[config.mk]
export PLATFORM = sky130hd
export DESIGN_NAME = thermometer_code_detect
export DESIGN_NICKNAME = d
export VERILOG_FILES = /design/src/rtl/thermometer_pkg.sv /design/src/rtl/therm_check_comb.sv /design/src/rtl/thermometer_code_detect.sv
export SDC_FILE = /design/constraint.sdc
export NUM_CORES = 1
export LEC_CHECK = 0
export CORE_MARGIN = 3
export CORE_UTILIZATION = 48
export CTS_CLUSTER_SIZE = 10
export DETAILED_ROUTE_END_ITERATION = 6
export PLACE_DENSITY = 0.89
export RECOVER_POWER = 25
export SLEW_MARGIN = 15
export SYNTH_ARGS = -nofsm -noshare
export SYNTH_HDL_FRONTEND = slang
export SYNTH_SLANG_ARGS = --single-unit
[constraint.sdc]
create_clock -name clk -period 1.7 [get_ports clk]
set_input_delay 0.51 -clock clk [delete_from_list [all_inputs] [get_ports clk]]
set_output_delay 0.51 -clock clk [all_outputs]
set_load 0.02 [all_outputs]
[src/rtl/thermometer_pkg.sv]
// Shared types and helpers for the thermometer-code detector.
// Pure package: no state, safe to import from RTL and testbench alike.
package thermometer_pkg;

  localparam int DEFAULT_DATA_WIDTH = 16;
  // Widest word is_therm() can inspect; narrower words are zero-extended.
  localparam int MAX_WIDTH = 64;

  typedef logic [MAX_WIDTH-1:0] word_t;

  function automatic int level_width(input int w);
    return $clog2(w + 1);
  endfunction

  // Valid when bit0 is set and no 0->1 step exists scanning upward within w bits.
  function automatic logic is_therm(input word_t word, input int w);
    logic ok;
    ok = word[0];
    for (int i = 0; i < MAX_WIDTH - 1; i++) begin
      if ((i + 1 < w) && !word[i] && word[i+1]) ok = 1'b0;
    end
    return ok;
  endfunction

endpackage

[src/rtl/therm_check_comb.sv]
// Combinational thermometer-code check: valid flag plus level (popcount),
// with the level forced to zero for invalid words.
module therm_check_comb
  import thermometer_pkg::*;
#(
  parameter  int DATA_WIDTH = DEFAULT_DATA_WIDTH,
  localparam int LEVEL_W    = level_width(DATA_WIDTH)
) (
  input  logic [DATA_WIDTH-1:0] code,
  output logic                  valid_code,
  output logic [LEVEL_W-1:0]    level
);

  logic [LEVEL_W-1:0] ones;

  // NOTE: every always_comb output gets a default before any conditional
  // update, so no path can leave it unassigned and infer a latch.
  always_comb begin
    valid_code = is_therm(word_t'(code), DATA_WIDTH);
    ones       = '0;
    for (int i = 0; i < DATA_WIDTH; i++) begin
      ones = ones + LEVEL_W'(code[i]);
    end
    level = valid_code ? ones : '0;
  end

endmodule

[src/rtl/thermometer_code_detect.sv]
// Registered LSB-anchored thermometer-code detector, one-cycle latency.
// Optional sticky error flag errSeen enabled by defining THERM_STICKY_ERR_EN.
module thermometer_code_detect
  import thermometer_pkg::*;
#(
  parameter  int DATA_WIDTH = DEFAULT_DATA_WIDTH,
  localparam int LEVEL_W    = level_width(DATA_WIDTH)
) (
  input  logic                  clk,
  input  logic                  rst,
  input  logic                  validIn,
  input  logic [DATA_WIDTH-1:0] codeIn,
  output logic                  validOut,
  output logic                  isThermometer,
  output logic [LEVEL_W-1:0]    level
`ifdef THERM_STICKY_ERR_EN
  ,
  output logic                  errSeen
`endif
);

  logic               chk_valid;
  logic [LEVEL_W-1:0] chk_level;

  therm_check_comb #(
    .DATA_WIDTH(DATA_WIDTH)
  ) u_check (
    .code      (codeIn),
    .valid_code(chk_valid),
    .level     (chk_level)
  );

  // NOTE: state registers use non-blocking assignments so every flop samples
  // pre-edge values, independent of statement order between blocks.
  always_ff @(posedge clk or posedge rst) begin
    if (rst) begin
      validOut      <= 1'b0;
      isThermometer <= 1'b0;
      level         <= '0;
    end else begin
      validOut <= validIn;
      if (validIn) begin
        isThermometer <= chk_valid;
        level         <= chk_level;
      end
    end
  end

`ifdef THERM_STICKY_ERR_EN
  // Latches on the first reported non-thermometer word until reset.
  always_ff @(posedge clk or posedge rst) begin
    if (rst) begin
      errSeen <= 1'b0;
    end else if (validOut && !isThermometer) begin
      errSeen <= 1'b1;
    end
  end
`endif

endmodule

* Yosys cells after proc, flatten, opt, wreduce, memory -nomap -nowiden
Cells that the tools add are included.
Cells by class: add/sub/neg operators 15, mux-type cells 16, reduce and logical (&&, ||, !) cells 30
Operator list (number):
- 5-bit by 1-bit adder with 5-bit output | 14
- 1-bit logical AND | 15
- 1-bit zero test | 15
- 1-bit two-way mux | 15
- 5-bit two-way mux | 1
- 1-bit by 1-bit adder with 2-bit output | 1
Storage, ports and cells: output and inout port bits 7, input port bits 19, bits in registers 7, word-level logic and storage cells 64

* Logic depth before layout (Yosys ltp)
depth after elaboration 18, depth in mapped cells 14

* By module
Synthesis repeated with hierarchy kept, for this count alone.
Unflattened totals: cell total of the unflattened synthesis 80, area total of the unflattened synthesis 847.1 sq um
Modules (own cells, without submodules):
- therm_check_comb | area each 566.8 sq um, cells an instance 65, instances 1
- thermometer_code_detect | area each 280.3 sq um, cells an instance 15, instances 1

* Worst setup path before layout
Ideal clock, no wire load.
path type input -> register, from input port codeIn[0], to register level[1], cell stages on the path 11, required time 1573 ps, arrival time 3658 ps, path slack -2085 ps, path buffers 0, cell sequence inv_1 -> ha_1 -> fa_1 -> fa_1 -> fa_1 -> fa_1 -> fa_1 -> inv_1 -> fa_1 -> inv_1 -> o22ai_1
On the way: longest elaborated chain between the ends 18
RTL lines:
- start: declaration | line thermometer_code_detect.sv:12 | input logic [DATA_WIDTH-1:0] codeIn,
- branches (longest 17 deep; another with 5-bit by 1-bit adder with 5-bit output)
- 5-bit two-way mux * | line therm_check_comb.sv:24 | level = valid_code ? ones : '0;
- end signal: assignment | line thermometer_code_detect.sv:44 | level <= chk_level;
- end: declaration | line thermometer_code_detect.sv:15 | output logic [LEVEL_W-1:0] level
Mark *: on every way between the ends. A chain may end at the register's enable or synchronous reset.

* Worst setup path in the final report
Ends and elaborated chain as after synthesis.

==> flow_metrics.env <==
export IMPL_status="finished with violations"
export IMPL_violations="negative setup slack"
export IMPL_cp_max_fo=2
export IMPL_finalInstanceArea_mm2=0.001350
export IMPL_worstMarginPinSlew_ps=325.7
export IMPL_drive_above_1_share=0.4154
export IMPL_cts_made_buffers=3
export IMPL_period_share=2.204
export IMPL_setup_ws_ps=-2046
export IMPL_cap_violations=0
export IMPL_cts_tree="yes"
export IMPL_r2r_setup_slack_ps=1000
export IMPL_ys_ff_latch=7
export IMPL_post_place_ws_ps=-2730
export IMPL_synth_top_area_cell="fa_1"
export IMPL_rr_endpoint="level[4]$_DFFE_PP0P_"
export IMPL_reg2regPathDepth=2
export IMPL_grt_pass1_vias=833
export IMPL_diodes=0
export IMPL_ctsHoldBuffers=0
export IMPL_timing_rr_start="level[4]$_DFFE_PP0P_"
export IMPL_synth_compound_area_frac=0.1492
export IMPL_drtPass1Iterations=4
export IMPL_gr_usage_all_layers=0.2713
export IMPL_final_cells=146
export IMPL_ys_seq_area_frac=0.2222
export IMPL_grt_max_degree=8
export IMPL_synthDistinctLibCells=22
export IMPL_n_fill_cell=80
export IMPL_worstSetupPathType="input pin to flop"
export IMPL_syn_area_per_cell_um2=9.978
export IMPL_synth_top_family_by_area="adder cells"
export IMPL_start_util=0.5172
export IMPL_holdCritStartpoint="isThermometer$_DFFE_PP0P_"
export IMPL_synth_simple_gate_area_share=0.09365
export IMPL_io_pins=26
export IMPL_crit_top_cell="fa_1"
export IMPL_path_cells="buf_8 > inv_6 > ha_4 > fa_1 > fa_1 > fa_1 > fa_1 > fa_2 > inv_2 > fa_2 > inv_2 > o22ai_2"
export IMPL_chipWidth_um=46.53
export IMPL_cp_end_kind="flop"
export IMPL_startpoint_type="input pin"
export IMPL_overflow=0
export IMPL_vias=753
export IMPL_cts_root_buffer="clkbuf_4"
export IMPL_detailed_place_area_mm2=0.001247
export IMPL_muxShareOfSynthArea=0
export IMPL_p_leak_nw=0.7342
export IMPL_areaGrowthSynthToFinish_pct=71.27
export IMPL_synthXorXnorAreaFrac=0.02222
export IMPL_cts_buffer_depth=2
export IMPL_syn_area_um2=788.3
export IMPL_ir_worst_vdd_v=0.001042
export IMPL_path_clk_slew_ps=50
export IMPL_hold_depth=2
export IMPL_drv_slew=0
export IMPL_antenna_found_initial=0
export IMPL_clock_sinks=7
export IMPL_arrival_ps=3880
export IMPL_die_h_um=46.53
export IMPL_drtAntennaViolNets=0
export IMPL_dieArea_mm2=0.002165
export IMPL_viasPerCell=5.158
export IMPL_drt_iter0_markers=13
export IMPL_netlist_instances=79
export IMPL_final_hold_viol_count=0
export IMPL_h_tree_depth=1
export IMPL_dp_cells=142
export IMPL_ys_top_cells_by_area="fa_1 (25%), dfrtp_1 (22%), inv_1 (15%), ha_1 (11%), o22ai_1 (3.2%)"
export IMPL_dp_final_hpwl_mm=1.915
export IMPL_whs_endpoint="isThermometer$_DFFE_PP0P_"
export IMPL_synth_fa_ha_area_frac=0.3651
export IMPL_critPathSlowestCell="fa_1"
export IMPL_cpPeakStageDelay_ps=560
export IMPL_rsz0062_at_grt="true"
export IMPL_yosysTopAreaCellShare=0.2540
export IMPL_yosysWarnings=0
export IMPL_num_rows=14
export IMPL_coreArea_mm2=0.001524
export IMPL_worst_hold_slack_ps=501.1
export IMPL_power_density_mw_per_mm2=828.1
export IMPL_io_buffers=25
export IMPL_routed_wl_mm=2.462
export IMPL_fmax_ghz=0.2670
export IMPL_setup_viol=5
export IMPL_synth_fp_nets=115
export IMPL_grt_pass1_wl_mm=3.795
export IMPL_drc=0
export IMPL_postCtsSetupRepairBufs=0
export IMPL_relSlewSlack=0.7828
export IMPL_insertion_delay_ps=250
export IMPL_wl_per_cell_um=16.86
export IMPL_hp_class="flop to flop"
export IMPL_worst_clock_skew_ps=0
export IMPL_nets=167
export IMPL_gp_congestion=0.8205
export IMPL_crit_required_ps=1830
export IMPL_min_period_ps=3746
Yosys cell counts:
library cell	n
a2111oi_2	1
a211oi_2	1
a21o_1	1
a21oi_1	1
a221oi_2	1
a222oi_1	1
a31oi_1	1
and2b_1	1
dfrtp_1	7
fa_1	10
ha_1	7
inv_1	31
nand2_1	1
nand4_2	1
nand4bb_1	1
nor2b_1	3
nor2b_4	1
o21ai_0	1
o22ai_1	4
o32ai_2	1
or2_1	1
xnor2_1	2
sequential cells by signal (all words and copies together) (netlist names):
register	flops
validOut	1
level	5
isThermometer	1
layout make-up:
cell class	count	area, um2	area share
Inverter	31	121.4	0.08990
Clock buffer	4	26.28	0.01946
Multi-Input combinational cell	41	579.3	0.4291
Sequential cell	7	175.2	0.1298
Timing Repair Buffer	47	427.9	0.3170
Tap cell	16	20.02	0.01483
where the power goes:
group | total, W | switching [W] | internal [W]
clock network | 0.000151 | 0.0000615 | 0.0000896
logic | 0.000797 | 0.000396 | 0.000401
registers | 0.000170 | 0.000000724 | 0.000169
stage by stage:
step / power, W / utilization / TNS, ps
final: 0.001118 / 0.8859 / -9670
after global routing: 0.001222 / 0.8859 / -9866
after CTS: 0.001047 / 0.8612 / -9684
after detailed placement: 0.0008382 / 0.8186 / -13770
after global placement: 0.0007762 / 0.8186 / -13050
after floorplan: 0.0005890 / - / -9279
cells by family after synthesis:
kind of cell,Yosys count
AOI/OAI and AO/OA,13
xor gates and xnor gates,2
buffers and inverters,31
and+or+nand+nor,9
adders and majority gates,17
DFF,7
layer usage:
metal	global-route usage	routed length, um	part of all wire
met5	0	0	0
met4	0.1477	113	0.046
met3	0.07422	120	0.049
met2	0.4835	1368	0.56
met1	0.2822	859	0.35
placed cells by master, fill, tap and decap left out, types with 4 or more instances in the layout:
cell type       Yosys  routed
inv_1              31      22
ha_1                7       5
dlygate4sd2_1       0      10
buf_4               0      19
inv_2               0       8
fa_1               10       8
buf_6               0       4
dlymetal6s2s_1      0       5
dfrtp_1             7       7
worst max-delay path: cells and delay by family:
family / cells / cell delay (ps)
AO/OA/AOI/OAI: 1 / 50
adder cells (fa/ha/maj): 7 / 3010
buffers and inverters: 4 / 290
how the worst max path moves through the flow:
stage	slack (ps)	end	cells after the start	startpoint
3_5_place_dp	-2730	level[2]$_DFFE_PP0P_	12	codeIn[0]
4_1_cts	-2060	level[1]$_DFFE_PP0P_	12	codeIn[0]
6_report	-2050	level[1]$_DFFE_PP0P_	12	codeIn[0]
3_3_place_gp	-2580	level[2]$_DFFE_PP0P_	12	codeIn[0]
5_1_grt	-2090	level[1]$_DFFE_PP0P_	12	codeIn[0]
2_1_floorplan	-1970	level[1]$_DFFE_PP0P_	10	codeIn[1]
timing repair:
item | CTS | global route
resized for setup | 42 | 16
pin swaps | 15 | 6
setup endpoints to repair | 11 | 8
Note: power is estimated with default switching activity, not from simulation.
